File: src/rtl/usb_xact_sched_if.sv
// Request, poll and packet-driver signals of the USB transaction scheduler.
// The scheduler connects through the slave modport; its environment uses master.
interface usb_xact_sched_if;
    logic        sw_req;
    logic [1:0]  sw_kind;
    logic [6:0]  sw_addr;
    logic [3:0]  sw_ep;
    logic [63:0] sw_data;
    logic        sw_ack;
    logic        sw_done;
    logic        sw_err;
    logic        poll_en;
    logic [6:0]  poll_addr;
    logic [3:0]  poll_ep;
    logic        poll_done;
    logic        poll_overrun;
    logic        busy;
    logic        drv_snd;
    logic [3:0]  drv_pid;
    logic [6:0]  drv_addr;
    logic [3:0]  drv_end_pt;
    logic [63:0] drv_data;
    logic        drv_stat;
    logic        drv_dev_rst;
    logic        drv_cmd_done;

    modport slave (
        input  sw_req, sw_kind, sw_addr, sw_ep, sw_data,
        input  poll_en, poll_addr, poll_ep, drv_cmd_done,
        output sw_ack, sw_done, sw_err, poll_done, poll_overrun, busy,
        output drv_snd, drv_pid, drv_addr, drv_end_pt, drv_data, drv_stat, drv_dev_rst
    );

    modport master (
        output sw_req, sw_kind, sw_addr, sw_ep, sw_data,
        output poll_en, poll_addr, poll_ep, drv_cmd_done,
        input  sw_ack, sw_done, sw_err, poll_done, poll_overrun, busy,
        input  drv_snd, drv_pid, drv_addr, drv_end_pt, drv_data, drv_stat, drv_dev_rst
    );
endinterface

File: src/rtl/usb_xact_sched.sv
// USB full-speed transaction scheduler: arbitrates software requests against a
// periodic interrupt poll and expands each into token / data / bus-reset packets.
module usb_xact_sched #(
    parameter int POLL_PERIOD    = 60000,
    parameter int GAP_CYCLES     = 20,
    parameter int TIMEOUT_CYCLES = 4095
) (
    input  logic              clk60,
    input  logic              rst_n,
    usb_xact_sched_if.slave   bus
);
    localparam int PCW = $clog2(POLL_PERIOD + 1);
    localparam int TCW = $clog2(TIMEOUT_CYCLES + 1);
    localparam int GCW = $clog2(GAP_CYCLES + 1);

    localparam logic [3:0] PID_SETUP = 4'b1101;
    localparam logic [3:0] PID_OUT   = 4'b0001;
    localparam logic [3:0] PID_IN    = 4'b1001;
    localparam logic [3:0] PID_DATA0 = 4'b0011;
    localparam logic [3:0] PID_DATA1 = 4'b1011;

    typedef enum logic [3:0] {
        S_IDLE, S_TOK, S_TOK_WAIT, S_GAP, S_DAT, S_DAT_WAIT, S_RST, S_RST_WAIT, S_FIN
    } state_t;

    state_t      state_r;
    logic [PCW-1:0] poll_cnt_r;
    logic        poll_pending_r;
    logic        poll_overrun_r;
    logic        last_grant_poll_r;
    logic        own_poll_r;
    logic [1:0]  kind_r;
    logic [6:0]  addr_r;
    logic [3:0]  ep_r;
    logic [63:0] data_r;
    logic [15:0] toggle_r;
    logic [TCW-1:0] tmo_r;
    logic [GCW-1:0] gap_r;
    logic        sw_ack_r;
    logic        sw_done_r;
    logic        sw_err_r;
    logic        poll_done_r;
    logic        drv_snd_r;
    logic [3:0]  drv_pid_r;
    logic [6:0]  drv_addr_r;
    logic [3:0]  drv_ep_r;
    logic [63:0] drv_data_r;
    logic        drv_dev_rst_r;

    logic        grant_sw_s;
    logic        grant_poll_s;
    logic        wrap_s;

    function automatic logic [3:0] tok_pid(input logic [1:0] kind);
        case (kind)
            2'd0:    tok_pid = PID_SETUP;
            2'd1:    tok_pid = PID_OUT;
            default: tok_pid = PID_IN;
        endcase
    endfunction

    function automatic logic [3:0] data_pid(input logic [1:0] kind, input logic tog);
        if (kind == 2'd0)
            data_pid = PID_DATA0;
        else if (tog)
            data_pid = PID_DATA1;
        else
            data_pid = PID_DATA0;
    endfunction

    assign wrap_s = bus.poll_en && (poll_cnt_r == PCW'(POLL_PERIOD - 1));

    // Round-robin arbitration between software and poll, evaluated only in IDLE
    always_comb begin
        grant_sw_s   = 1'b0;
        grant_poll_s = 1'b0;
        if (state_r == S_IDLE) begin
            if (bus.sw_req && poll_pending_r) begin
                if (last_grant_poll_r)
                    grant_sw_s = 1'b1;
                else
                    grant_poll_s = 1'b1;
            end else if (bus.sw_req) begin
                grant_sw_s = 1'b1;
            end else if (poll_pending_r) begin
                grant_poll_s = 1'b1;
            end else begin
                grant_sw_s   = 1'b0;
                grant_poll_s = 1'b0;
            end
        end else begin
            grant_sw_s   = 1'b0;
            grant_poll_s = 1'b0;
        end
    end

    // Poll period timer, pending flag and overrun detection
    always_ff @(posedge clk60) begin
        if (!rst_n) begin
            poll_cnt_r     <= '0;
            poll_pending_r <= 1'b0;
            poll_overrun_r <= 1'b0;
        end else begin
            poll_overrun_r <= 1'b0;
            if (!bus.poll_en)
                poll_cnt_r <= '0;
            else if (wrap_s)
                poll_cnt_r <= '0;
            else
                poll_cnt_r <= poll_cnt_r + PCW'(1);
            // A wrap with an unserved poll still outstanding is an overrun;
            // a grant landing on the wrap cycle consumes the old poll instead.
            if (wrap_s) begin
                poll_pending_r <= 1'b1;
                if (poll_pending_r && !grant_poll_s)
                    poll_overrun_r <= 1'b1;
            end else if (grant_poll_s) begin
                poll_pending_r <= 1'b0;
            end
        end
    end

    // Transaction FSM: request latch, packet sequencing, toggles and timeouts
    always_ff @(posedge clk60) begin
        if (!rst_n) begin
            state_r           <= S_IDLE;
            last_grant_poll_r <= 1'b1;
            own_poll_r        <= 1'b0;
            kind_r            <= 2'd0;
            addr_r            <= 7'd0;
            ep_r              <= 4'd0;
            data_r            <= 64'd0;
            toggle_r          <= 16'd0;
            tmo_r             <= '0;
            gap_r             <= '0;
            sw_ack_r          <= 1'b0;
            sw_done_r         <= 1'b0;
            sw_err_r          <= 1'b0;
            poll_done_r       <= 1'b0;
            drv_snd_r         <= 1'b0;
            drv_pid_r         <= 4'd0;
            drv_addr_r        <= 7'd0;
            drv_ep_r          <= 4'd0;
            drv_data_r        <= 64'd0;
            drv_dev_rst_r     <= 1'b0;
        end else begin
            sw_ack_r    <= 1'b0;
            sw_done_r   <= 1'b0;
            sw_err_r    <= 1'b0;
            poll_done_r <= 1'b0;
            drv_snd_r   <= 1'b0;
            case (state_r)
                S_IDLE: begin
                    if (grant_sw_s) begin
                        kind_r            <= bus.sw_kind;
                        addr_r            <= bus.sw_addr;
                        ep_r              <= bus.sw_ep;
                        data_r            <= bus.sw_data;
                        own_poll_r        <= 1'b0;
                        last_grant_poll_r <= 1'b0;
                        sw_ack_r          <= 1'b1;
                        state_r           <= S_TOK;
                    end else if (grant_poll_s) begin
                        kind_r            <= 2'd2;
                        addr_r            <= bus.poll_addr;
                        ep_r              <= bus.poll_ep;
                        data_r            <= 64'd0;
                        own_poll_r        <= 1'b1;
                        last_grant_poll_r <= 1'b1;
                        state_r           <= S_TOK;
                    end else begin
                        state_r <= S_IDLE;
                    end
                end
                S_TOK: begin
                    if (kind_r == 2'd3) begin
                        state_r <= S_RST;
                    end else begin
                        drv_snd_r     <= 1'b1;
                        drv_pid_r     <= tok_pid(kind_r);
                        drv_addr_r    <= addr_r;
                        drv_ep_r      <= ep_r;
                        drv_data_r    <= 64'd0;
                        drv_dev_rst_r <= 1'b0;
                        tmo_r         <= '0;
                        state_r       <= S_TOK_WAIT;
                    end
                end
                S_TOK_WAIT: begin
                    if (bus.drv_cmd_done) begin
                        gap_r <= '0;
                        if (kind_r == 2'd2) begin
                            sw_done_r   <= !own_poll_r;
                            poll_done_r <= own_poll_r;
                            state_r     <= S_FIN;
                        end else begin
                            state_r <= S_GAP;
                        end
                    end else if (tmo_r == TCW'(TIMEOUT_CYCLES - 1)) begin
                        sw_err_r <= !own_poll_r;
                        state_r  <= S_IDLE;
                    end else begin
                        tmo_r <= tmo_r + TCW'(1);
                    end
                end
                S_GAP: begin
                    if (gap_r == GCW'(GAP_CYCLES - 1))
                        state_r <= S_DAT;
                    else
                        gap_r <= gap_r + GCW'(1);
                end
                S_DAT: begin
                    drv_snd_r     <= 1'b1;
                    drv_pid_r     <= data_pid(kind_r, toggle_r[ep_r]);
                    drv_addr_r    <= addr_r;
                    drv_ep_r      <= ep_r;
                    drv_data_r    <= data_r;
                    drv_dev_rst_r <= 1'b0;
                    tmo_r         <= '0;
                    state_r       <= S_DAT_WAIT;
                end
                S_DAT_WAIT: begin
                    if (bus.drv_cmd_done) begin
                        // SETUP always resynchronises the endpoint to DATA1 next
                        if (kind_r == 2'd0)
                            toggle_r[ep_r] <= 1'b1;
                        else
                            toggle_r[ep_r] <= ~toggle_r[ep_r];
                        sw_done_r   <= !own_poll_r;
                        poll_done_r <= own_poll_r;
                        gap_r       <= '0;
                        state_r     <= S_FIN;
                    end else if (tmo_r == TCW'(TIMEOUT_CYCLES - 1)) begin
                        sw_err_r <= !own_poll_r;
                        state_r  <= S_IDLE;
                    end else begin
                        tmo_r <= tmo_r + TCW'(1);
                    end
                end
                S_RST: begin
                    drv_snd_r     <= 1'b1;
                    drv_pid_r     <= 4'd0;
                    drv_addr_r    <= addr_r;
                    drv_ep_r      <= ep_r;
                    drv_data_r    <= 64'd0;
                    drv_dev_rst_r <= 1'b1;
                    state_r       <= S_RST_WAIT;
                end
                S_RST_WAIT: begin
                    // Bus reset can legitimately take milliseconds, so no timeout here
                    if (bus.drv_cmd_done) begin
                        toggle_r    <= 16'd0;
                        sw_done_r   <= !own_poll_r;
                        poll_done_r <= own_poll_r;
                        gap_r       <= '0;
                        state_r     <= S_FIN;
                    end else begin
                        state_r <= S_RST_WAIT;
                    end
                end
                S_FIN: begin
                    if (gap_r == GCW'(GAP_CYCLES - 1))
                        state_r <= S_IDLE;
                    else
                        gap_r <= gap_r + GCW'(1);
                end
                default: begin
                    state_r <= S_IDLE;
                end
            endcase
        end
    end

    assign bus.sw_ack       = sw_ack_r;
    assign bus.sw_done      = sw_done_r;
    assign bus.sw_err       = sw_err_r;
    assign bus.poll_done    = poll_done_r;
    assign bus.poll_overrun = poll_overrun_r;
    assign bus.busy         = (state_r != S_IDLE);
    assign bus.drv_snd      = drv_snd_r;
    assign bus.drv_pid      = drv_pid_r;
    assign bus.drv_addr     = drv_addr_r;
    assign bus.drv_end_pt   = drv_ep_r;
    assign bus.drv_data     = drv_data_r;
    assign bus.drv_stat     = 1'b0;
    assign bus.drv_dev_rst  = drv_dev_rst_r;
endmodule

File: src/flat_wrapper.sv
// flat-port wrapper written by rule: the top's interface ports become plain ports
module usb_xact_sched_flat 
#(
    parameter int POLL_PERIOD    = 60000,
    parameter int GAP_CYCLES     = 20,
    parameter int TIMEOUT_CYCLES = 4095
)
  (clk60, rst_n, bus_sw_req, bus_sw_kind, bus_sw_addr, bus_sw_ep, bus_sw_data, bus_poll_en, bus_poll_addr, bus_poll_ep, bus_drv_cmd_done, bus_sw_ack, bus_sw_done, bus_sw_err, bus_poll_done, bus_poll_overrun, bus_busy, bus_drv_snd, bus_drv_pid, bus_drv_addr, bus_drv_end_pt, bus_drv_data, bus_drv_stat, bus_drv_dev_rst);
  usb_xact_sched_if bus_i ();
  input  logic clk60;
  input  logic rst_n;
  input wire logic [$bits(bus_i.sw_req)-1:0] bus_sw_req;
  input wire logic [$bits(bus_i.sw_kind)-1:0] bus_sw_kind;
  input wire logic [$bits(bus_i.sw_addr)-1:0] bus_sw_addr;
  input wire logic [$bits(bus_i.sw_ep)-1:0] bus_sw_ep;
  input wire logic [$bits(bus_i.sw_data)-1:0] bus_sw_data;
  input wire logic [$bits(bus_i.poll_en)-1:0] bus_poll_en;
  input wire logic [$bits(bus_i.poll_addr)-1:0] bus_poll_addr;
  input wire logic [$bits(bus_i.poll_ep)-1:0] bus_poll_ep;
  input wire logic [$bits(bus_i.drv_cmd_done)-1:0] bus_drv_cmd_done;
  output wire logic [$bits(bus_i.sw_ack)-1:0] bus_sw_ack;
  output wire logic [$bits(bus_i.sw_done)-1:0] bus_sw_done;
  output wire logic [$bits(bus_i.sw_err)-1:0] bus_sw_err;
  output wire logic [$bits(bus_i.poll_done)-1:0] bus_poll_done;
  output wire logic [$bits(bus_i.poll_overrun)-1:0] bus_poll_overrun;
  output wire logic [$bits(bus_i.busy)-1:0] bus_busy;
  output wire logic [$bits(bus_i.drv_snd)-1:0] bus_drv_snd;
  output wire logic [$bits(bus_i.drv_pid)-1:0] bus_drv_pid;
  output wire logic [$bits(bus_i.drv_addr)-1:0] bus_drv_addr;
  output wire logic [$bits(bus_i.drv_end_pt)-1:0] bus_drv_end_pt;
  output wire logic [$bits(bus_i.drv_data)-1:0] bus_drv_data;
  output wire logic [$bits(bus_i.drv_stat)-1:0] bus_drv_stat;
  output wire logic [$bits(bus_i.drv_dev_rst)-1:0] bus_drv_dev_rst;
  assign bus_i.sw_req = bus_sw_req;
  assign bus_i.sw_kind = bus_sw_kind;
  assign bus_i.sw_addr = bus_sw_addr;
  assign bus_i.sw_ep = bus_sw_ep;
  assign bus_i.sw_data = bus_sw_data;
  assign bus_i.poll_en = bus_poll_en;
  assign bus_i.poll_addr = bus_poll_addr;
  assign bus_i.poll_ep = bus_poll_ep;
  assign bus_i.drv_cmd_done = bus_drv_cmd_done;
  assign bus_sw_ack = bus_i.sw_ack;
  assign bus_sw_done = bus_i.sw_done;
  assign bus_sw_err = bus_i.sw_err;
  assign bus_poll_done = bus_i.poll_done;
  assign bus_poll_overrun = bus_i.poll_overrun;
  assign bus_busy = bus_i.busy;
  assign bus_drv_snd = bus_i.drv_snd;
  assign bus_drv_pid = bus_i.drv_pid;
  assign bus_drv_addr = bus_i.drv_addr;
  assign bus_drv_end_pt = bus_i.drv_end_pt;
  assign bus_drv_data = bus_i.drv_data;
  assign bus_drv_stat = bus_i.drv_stat;
  assign bus_drv_dev_rst = bus_i.drv_dev_rst;
  usb_xact_sched #(.POLL_PERIOD(POLL_PERIOD), .GAP_CYCLES(GAP_CYCLES), .TIMEOUT_CYCLES(TIMEOUT_CYCLES)) u_core (.clk60(clk60), .rst_n(rst_n), .bus(bus_i));
endmodule
File: config.mk
export PLATFORM = sky130hd
export DESIGN_NAME = usb_xact_sched_flat
export DESIGN_NICKNAME = d
export VERILOG_FILES = /design/src/rtl/usb_xact_sched_if.sv /design/src/rtl/usb_xact_sched.sv /design/src/flat_wrapper.sv
export SDC_FILE = /design/constraint.sdc
export NUM_CORES = 1
export LEC_CHECK = 0
export CORE_UTILIZATION = 45
export DETAILED_ROUTE_END_ITERATION = 16
export PLACE_DENSITY = 0.76
export SLEW_MARGIN = 20
export SYNTH_ARGS = -nofsm -noshare
export SYNTH_HDL_FRONTEND = slang
export SYNTH_SLANG_ARGS = --single-unit
export TNS_END_PERCENT = 5
File: constraint.sdc
create_clock -name clk60 -period 2 [get_ports clk60]
set_input_delay 0.2 -clock clk60 [delete_from_list [all_inputs] [get_ports clk60]]
set_output_delay 0.2 -clock clk60 [all_outputs]
set_load 0.02 [all_outputs]
=== Word level (Yosys, flattened, before mapping) ===
Index checks and enable logic that the tools add are counted.

* $add $sub $neg: 3
* Magnitude comparators: 2
* Eq/ne operators: 23
* Mux-type cells: 73
* Bitwise gates (word level): 6
* Reductions and logical operators: 32

{| class="wikitable"
|+ Operators by type and width
! kind !! count
|-
| $mux W64 || 3
|-
| $pmux W64 S3 || 1
|-
| $mux W4 || 14
|-
| $mux W16 || 3
|-
| $mux W12 || 3
|-
| $pmux W12 S3 || 1
|-
| $pmux W4 S9 || 1
|-
| $pmux W16 S2 || 1
|-
| $mux W1 || 26
|-
| $mux W7 || 3
|-
| $add A16 B1 Y16 const B || 1
|-
| $bwmux W16 || 1
|-
| $eq A16 B16 Y1 const B || 1
|-
| $eq A4 B3 Y1 const B || 4
|-
| $or A16 B16 Y16 || 1
|-
| $pmux W4 S2 || 2
|-
| $pmux W7 S2 || 1
|-
| $add A12 B1 Y12 const B || 1
|-
| $eq A12 B12 Y1 const B || 1
|-
| $ne A2 B2 Y1 const B || 6
|-
| $pmux W4 S3 || 1
|-
| $reduce_and A2 Y1 || 6
|-
| $mux W5 || 2
|-
| $pmux W5 S2 || 1
|-
| 29 further kinds || 54
|}

* Register bits after elaboration: 219
* Bits of input ports: 93
* Output and inout port bits: 88
* Word-level logic and storage cells: 162

=== Logic depth before layout (Yosys ltp) ===
* Word-level depth: 8
* Mapped depth: 8
* Gate-level depth less buffers: 7

=== Worst setup path after synthesis ===
OpenSTA, ideal clock, no wires.

* Kind: register to register
* Start: reg u_core.tmo_r[0]
* End: reg u_core.tmo_r[4]
* Arrival time: 1777 ps
* Setup slack: 151 ps
* Cell stages (with the launch flop): 8
* Cells stage by stage: dfxtp_1 > inv_1 > ha_1 > and2_1 > a41oi_1 > o21ai_1 > or3_1 > a21oi_1

* Longest elaborated chain between the ends: 4
* Elaborated cells on any way between the ends: 7
* Classes of those cells: add/sub (1); eq/ne (2); mux (3); reduce/logical (1)

{| class="wikitable"
|+ Ends and longest elaborated chain
! what !! RTL line !! text
|-
| start, declared || usb_xact_sched.sv:37 || <nowiki>logic [TCW-1:0] tmo_r;</nowiki>
|-
| start signal, assigned || usb_xact_sched.sv:203 || <nowiki>tmo_r <= tmo_r + TCW'(1);</nowiki>
|-
| start signal, assigned || usb_xact_sched.sv:237 || <nowiki>tmo_r <= tmo_r + TCW'(1);</nowiki>
|-
| $add A12 B1 Y12 || usb_xact_sched.sv:203, usb_xact_sched.sv:237 ||
|-
| $mux W12 || usb_xact_sched.sv:199, usb_xact_sched.sv:233 ||
|-
| $mux W12 || usb_xact_sched.sv:223 || <nowiki>if (bus.drv_cmd_done) begin</nowiki>
|-
| $pmux W12 S3 || usb_xact_sched.sv:152 || <nowiki>case (state_r)</nowiki>
|}

Several ways; a longest one is shown, not always the timed one. The select of a mux whose other input is x is not followed.
A chain may end at the register's enable or synchronous reset.

=== Worst setup path after layout ===
* Start: reg u_core.state_r[3]
* End: out bus_busy

* Longest elaborated chain between the ends: 1

{| class="wikitable"
|+ Ends and longest elaborated chain
! what !! RTL line !! text
|-
| start, declared || usb_xact_sched.sv:26 || <nowiki>state_t state_r;</nowiki>
|-
| start signal, assigned || usb_xact_sched.sv:126 || <nowiki>state_r <= S_IDLE;</nowiki>
|-
| start signal, assigned || usb_xact_sched.sv:162 || <nowiki>state_r <= S_TOK;</nowiki>
|-
| start signal, assigned || usb_xact_sched.sv:170 || <nowiki>state_r <= S_TOK;</nowiki>
|-
| $reduce_bool A4 Y1 || usb_xact_sched.sv:279 || <nowiki>assign bus.busy = (state_r != S_IDLE);</nowiki>
|-
| end, declared || flat_wrapper.sv:26 || <nowiki>output wire logic [$bits(bus_i.busy)-1:0] bus_busy;</nowiki>
|}

Every way passes these cells.

==> reports/qor.csv <==
stage,metric,value,unit
floorplan,Die Wd,140,um
synth,"Cell Area, Synth",8530,um^2
sta,final hold vios,0,
sta,setup skew after layout,0.0101,ns
synth,largest family of logic cells by synthesized area,compound AO/OA/AOI/OAI gates,
synth,part of the Yosys area used for sequential elements,51.4,%
synth,Syn Area/Cell,8.93,um^2
floorplan,io pins,181,
floorplan,Core Rows,49,
cts,Num CTS Buffers,24,
synth,mux contribution to synthesized area,2.23,%
synth,"flops & latches, synth",219,
synth,post-synth net total,1052,
cts,CTS max path bufs,3,
drt,post-detailed-route count of antenna-violating nets,0,
power,VDD IR max,0.000579,V
cells_and_area,non-filler instance count after layout,1377,
outcome,status,"finished, final reports clean",
drt,Via density,5.55,
cells_and_area,area grow syn2layout,36.1,%
critical_path,endpoint class of the critical path,primary output,
place,routability cong.,0.857,
cells_and_area,Reg area,4390,um^2
critical_path,CP max-delay cell,dfxtp_2,
cts,Sink Count,219,
sta,fmax,526,MHz
cells_and_area,Final Instance Area,11600,um^2
synth,XOR/XNOR Fraction of Synth Area,2.36,%
synth,async set-reset flop share out of synthesis,0,%
critical_path,buffers and inverters on the worst path,3,
synth,Synth Area in Adders,0.587,%
sta,final setup TNS,0,ns
place,pre-CTS setup slack,0.170,ns
run,Max Cap Viol,0,
cells_and_area,final net count,1229,
cts,CTS tree,yes,
critical_path,CP Class,reg -> out,
sta,fin crit share,95.0,%
drt,WL final,22300,um
critical_path,CP cell instances,buf_4 > nor4_4 > inv_1 > buf_2,
drt,total iterations of the first detailed-routing run,5,
synth,synth unique cells,56,
floorplan,die area,19500,um^2
floorplan,Initial Util,46.7,%
global_route,pin count of the biggest net entering global routing,69,
critical_path,CP peak stage delay,0.36,ns
drt,Initial DRC Count,534,
power,PD cells,904,nW/um^2
sta,RSZ-0062 raised after global routing,no,
sta,setup ws final,0.0999,ns
critical_path,Worst Setup Start Kind,flop,
place,IO Port Bufs,179,
cts,latest clock arrival within the worst-skew pair,0.51,ns
synth,Synth Area in Compound Gates,20.2,%
synth,Yosys warnings,0,
sta,Slew Limit Fails,0,
place,dpl cell area,10800,um^2
global_route,vias in the first global route,7419,
synth,Cells after Synth,955,
cts,number of H-tree levels,1,
sta,fin crit period,1.90,ns
synth,Post-synth top flop,dfxtp_1,
place,Final HPWL DP,14700,um
cts,CTS root buf,clkbuf_16,
global_route,first-pass GRT wire length,36400,um
cells_and_area,footprint of the multi-input gates,3790,um^2
power,leakage power,4.24,nW
critical_path,Critical Path AT,1.70,ns
cells_and_area,Antenna Cells,0,
drt,residual DRC count,0,
drt,Vias,7636,
critical_path,"Largest delay share family, worst path",buffers and inverters,
global_route,total gr overflow,0,
critical_path,CP Data Required Time,1.80,ns
cells_and_area,Fill cells,1517,
cells_and_area,share of cells above drive strength 1,8.62,%
global_route,initial antenna violation count,1,
synth,number of flops mapped to enable cells by yosys,0,
cts,Clock transition at path regs,0.06,ns
cts,# hold bufs at CTS,0,
floorplan,Die Ht,140,um
sta,final setup fails,0,
global_route,Total GRT Usage,22.6,%
worst_hold_path,HP Class,in -> reg,
place,Inst Count DP,1335,
critical_path,worst-path fanout max,9,
floorplan,core area,18300,um^2
synth,Post-Synth Simple-Gate Area,18.7,%
drt,average routed wire per standard cell,16.2,um
-- through the flow --
stage | hold slack, ns | power [mW] | utilization, %
2_1_floorplan | 0.343 | 5.45 | -
3_3_place_gp | 0.427 | 6.00 | 59.0
3_5_place_dp | 0.433 | 6.02 | 59.0
4_1_cts | 0.258 | 10.6 | 63.6
5_1_grt | 0.277 | 10.9 | 63.5
6_report | 0.273 | 10.5 | 63.5
-- kinds of logic (layout without fill, tap and decap cells) --
kind of cell | count (synthesis) | in the layout
XOR/XNOR | 23 | 23
AO/OA/AOI/OAI | 251 | 251
buffers and inverters | 84 | 277
adder cells (fa/ha/maj) | 4 | 4
AND/OR/NAND/NOR | 354 | 354
other | 1 | 1
multiplexers | 19 | 19
flip-flops | 219 | 219
-- power by group --
part	total (mW)	internal, mW	switching (mW)
Clock	4.56	2.84	1.72
Sequential	4.65	4.53	0.120
Combinational	1.28	0.587	0.691
-- repair_timing --
| item | 4_1_cts | 5_1_grt |
|---|---|---|
| setup endpoints to repair | 1 | 2 |
| gates resized for setup | 3 | 3 |
| gates cloned | 0 | 0 |
| pin swaps | 0 | 1 |
| setup buffers | 0 | 0 |
-- worst paths after layout --
check / start / to / slack (ns) / depth (start not counted)
worst max register to register: u_core.state_r[1] / u_core.bus.drv_data[62] / 0.15 / 6
worst max-delay path: u_core.state_r[3] / bus_busy / 0.1 / 4
worst min register to register: u_core.own_poll_r / u_core.bus.sw_done / 0.44 / 1
worst min-delay path: bus_sw_addr[2] / u_core.addr_r[2] / 0.27 / 3
-- metal layers --
| layer | vias to the layer above | track usage, % | routed length, um | part of all wire, % |
|---|---|---|---|---|
| met5 | - | 0 | 13 | 0.058 |
| met4 | 2 | 6.30 | 489 | 2.2 |
| met3 | 35 | 6.40 | 1790 | 8.0 |
| met2 | 222 | 37.7 | 10300 | 46 |
| met1 | 3623 | 28.3 | 9660 | 43 |
| li1 | 3754 | - | - | - |
-- sequential cells by signal, summed over array words and instances, names as in the netlist, 2 cells and up --
register,flops
u_core.addr_r,7
u_core.bus.drv_addr,7
u_core.bus.drv_data,64
u_core.bus.drv_end_pt,4
u_core.bus.drv_pid,4
u_core.data_r,64
u_core.ep_r,4
u_core.gap_r,5
u_core.kind_r,2
u_core.poll_cnt_r,16
u_core.state_r,4
u_core.tmo_r,12
u_core.toggle_r,16
-- worst min-delay path, cell delays in order --
cell	delay (ns)
clkdlybuf4s50_1	0.39
nand2_1	0.06
a311oi_1	0.07
-- cell type report --
| class | count | area share, % |
|---|---|---|
| Clock buffer | 32 | 5.69 |
| Clock inverter | 10 | 1.42 |
| Inverter | 10 | 0.345 |
| Multi-Input combinational cell | 652 | 32.6 |
| Sequential cell | 219 | 37.8 |
| Tap cell | 229 | 2.47 |
| Timing Repair Buffer | 225 | 19.7 |
-- synthesized netlist by cell type (9+ instances only) --
cell      instances  share of area, %
nand2_1          45               2.0
inv_1             9              0.40
xnor2_1          10               1.0
dfxtp_1         219                51
clkbuf_1         44               1.9
mux2i_1          19               2.2
nor3_1           18               1.1
buf_2            19               1.1
a22oi_1         133                12
nand3_1          33               1.9
nor2_1          207               9.1
xor2_1           13               1.3
a21oi_1          34               2.0
o21ai_0          41               2.4
o22ai_1           9              0.66
-- cell usage in the layout (no fill, tap or decap), drive strengths merged, types with 2 or more instances in the layout --
cell type      count
a21boi             2
a21oi             35
a22oi            133
a311oi             6
a31oi              3
a32o               2
and2               4
and3               4
and4               3
buf               47
bufinv             4
clkbuf            32
clkdlybuf4s50    178
clkinv             6
dfxtp            219
ha                 4
inv               10
mux2i             19
nand2             45
nand2b             7
nand3             33
nand3b             3
nand4              5
nor2             210
nor2b              4
nor3              18
nor4               4
nor4b              2
nor4bb             3
o2111ai            5
o211ai             4
o21ai             43
o22ai              9
o311a              2
or3                5
xnor2             10
xor2              13
Note: power is estimated with default switching activity, not from simulation.
==> RTL edit (same flow settings) <==
The 9 states of `state_t` get a one-hot encoding in 9 bits.
--- a/src/rtl/usb_xact_sched.sv
+++ b/src/rtl/usb_xact_sched.sv
@@ -20,6 +20,6 @@
     localparam logic [3:0] PID_DATA1 = 4'b1011;
 
-    typedef enum logic [3:0] {
-        S_IDLE, S_TOK, S_TOK_WAIT, S_GAP, S_DAT, S_DAT_WAIT, S_RST, S_RST_WAIT, S_FIN
+    typedef enum logic [8:0] {
+        S_IDLE = 9'b000000001, S_TOK = 9'b000000010, S_TOK_WAIT = 9'b000000100, S_GAP = 9'b000001000, S_DAT = 9'b000010000, S_DAT_WAIT = 9'b000100000, S_RST = 9'b001000000, S_RST_WAIT = 9'b010000000, S_FIN = 9'b100000000
     } state_t;
 
Behaviour: same outputs for any inputs over 4 cycles, from zero or initial values and one cycle with rst_n low; so few cycles prove little.
==> RTL edit against the unedited design <==
Clock power decreased by 3%. Area after synthesis up 3.9%. Largest cell class unchanged. Fmax shrank 2.8%. Highest routed layer is now met4. Combinational power is 20% lower. Critical endpoint unchanged. Via count rose by 2.2%. Cell count rose by 3.8%. Total power down 3.4%. Sequential cell count increased by 5. Critical path depth is 1 higher. Design area rose by 2.9%. Non-clock buffer count is 6 higher. Utilization decreased by 0.76 points. Wire length up 4.5%. Worst setup slack worse by 54 ps.
==> RTL edit: results (changes against the unedited design) <==
num_antenna_cells: 0  # unchanged
cts_setup_buffers: 0  # unchanged
first_pass_iters: 5  # unchanged
ys_seq_area_frac: 0.5061  # was 0.5140
hold_class: "input pin to flip-flop"  # unchanged
netlist_top_cells_area: "dfxtp_1 51%, a22oi_1 11%, nor2_1 7.9%"  # was dfxtp_1 51%, a22oi_1 12%, nor2_1 9.1%
status: "complete, no violations"  # unchanged
crit_family: "flip-flops"  # was buffers and inverters
p_leak_nw: 4.366  # was 4.243 nW
netlist-cell-type-count: 62  # was 56
cts-root-buf: "clkbuf_16"  # unchanged
yosys_warnings: 0  # unchanged
hpwl_mm: 15.31  # was 14.75 mm
crit_fanout: 5  # was 9
insertion_delay_ps: 510  # about the same
port-buffer-count: 179  # unchanged
grt_max_degree: 145  # was 69
clockBufferDepth: 3  # unchanged
irDropWorstVdd_v: 0.0006737  # was 0.0005795 V
cp_slowest_cell: "dfxtp_1"  # was dfxtp_2
syn_nets: 1077  # was 1052
track_usage: 0.2278  # was 0.2256
max_stage_delay_ps: 490  # was 360 ps
async_reset_ff_frac: 0  # unchanged
layout-drive-gt1-share: 0.1085  # was 0.08624
clk_pin_slew_worst_paths_ps: 60  # about the same
wirelength_mm: 23.31  # was 22.30 mm
synthFlopType: "dfxtp_1"  # unchanged
fin_skew_ps: 15.24  # was 10.09 ps
grt_pass1_wl_mm: 37.79  # was 36.43 mm
worstPathArrival_ps: 1750  # was 1700 ps
h-tree-depth: 1  # unchanged
drc: 0  # unchanged
gp_congestion: 0.9206  # was 0.8573
antenna_found_initial: 0  # was 1
drtIter0Drc: 542  # was 534
report.final.slew_viol_count: 0  # unchanged
grt_pass1_vias: 7541  # was 7419
cts_made_buffers: 24  # unchanged
via_count: 7801  # was 7636
nets: 1251  # was 1229
synth.top_cells.by_count: "224 x dfxtp_1, 186 x nor2_1, 130 x a22oi_1"  # was 219 x dfxtp_1, 207 x nor2_1, 133 x a22oi_1
placed_area_mm2: 0.01109  # was 0.01078 mm2
pre_cts_ws_ps: 15.24  # was 169.9 ps
maxSlewHeadroom: 0.5609
[RTL edit: cell families (layout without fill, tap and decap cells)]
kind of cell | Yosys count | after routing | synth area share
simple gates | 365 | 365 | 0.1977
other cells | 1 | 1 | 0.0004232
fa+ha+maj | 4 | 4 | 0.005648
mux | 8 | 8 | 0.009037
flops | 224 | 224 | 0.5061
xor+xnor | 34 | 34 | 0.03361
compound gates | 255 | 255 | 0.2005
buf+inv | 89 | 279 | 0.04702
[RTL edit: tightest hold or removal path, delay by kind of cell]
kind	cells	cell delay [ps]
compound gates	1	90
simple gates	1	150
buf+inv	1	160
[RTL edit: repair_timing]
item                       CTS  global route
setup endpoints to repair    1           122
hold endpoints to repair     0             0
hold buffers                 0             0
cloned                       0             0
gates resized for setup      6            13
pin swaps                    0             0
[RTL edit: power breakdown]
group,switching [W],internal [W]
clock network,0.00176,0.00264
logic,0.000544,0.000473
registers,0.000104,0.00461
[RTL edit: metrics by stage]
stage,util,cells
4_1_cts,0.6247,1430
3_5_place_dp,0.5829,1388
6_report,0.6277,1430
5_1_grt,0.6277,1430
3_3_place_gp,0.5829,1388
2_1_floorplan,-,980
[RTL edit: final timing paths]
| path | start | endpoint | slack [ps] | depth (start not counted) |
|---|---|---|---|---|
| worst max register to register | u_core.ep_r[1] | u_core.toggle_r[2] | 80 | 5 |
| worst max-delay path | u_core.state_r[0] | bus_busy | 50 | 5 |
| worst min register to register | u_core.poll_cnt_r[0] | u_core.poll_cnt_r[0] | 450 | 1 |
| worst min-delay path | rst_n | u_core.toggle_r[3] | 150 | 3 |
[RTL edit: metal layers]
metal / GRT usage / share of wire / vias to the layer above
met3: 0.05114 / 0.067 / 29
met4: 0.05886 / 0.019 / 0
li1: - / - / 3836
met1: 0.2964 / 0.44 / 3707
met5: 0 / 0 / -
met2: 0.3800 / 0.48 / 229
[RTL edit: final cells by class]
class | instances | area [um2]
clock buffers | 33 | 684.4
clock inverters | 9 | 106.4
fillers | 1571 | 7081
inverters | 6 | 25.02
multi-input cells | 667 | 4035
flip-flops and latches | 224 | 4489
well taps | 260 | 325.3
repair buffers | 231 | 2272
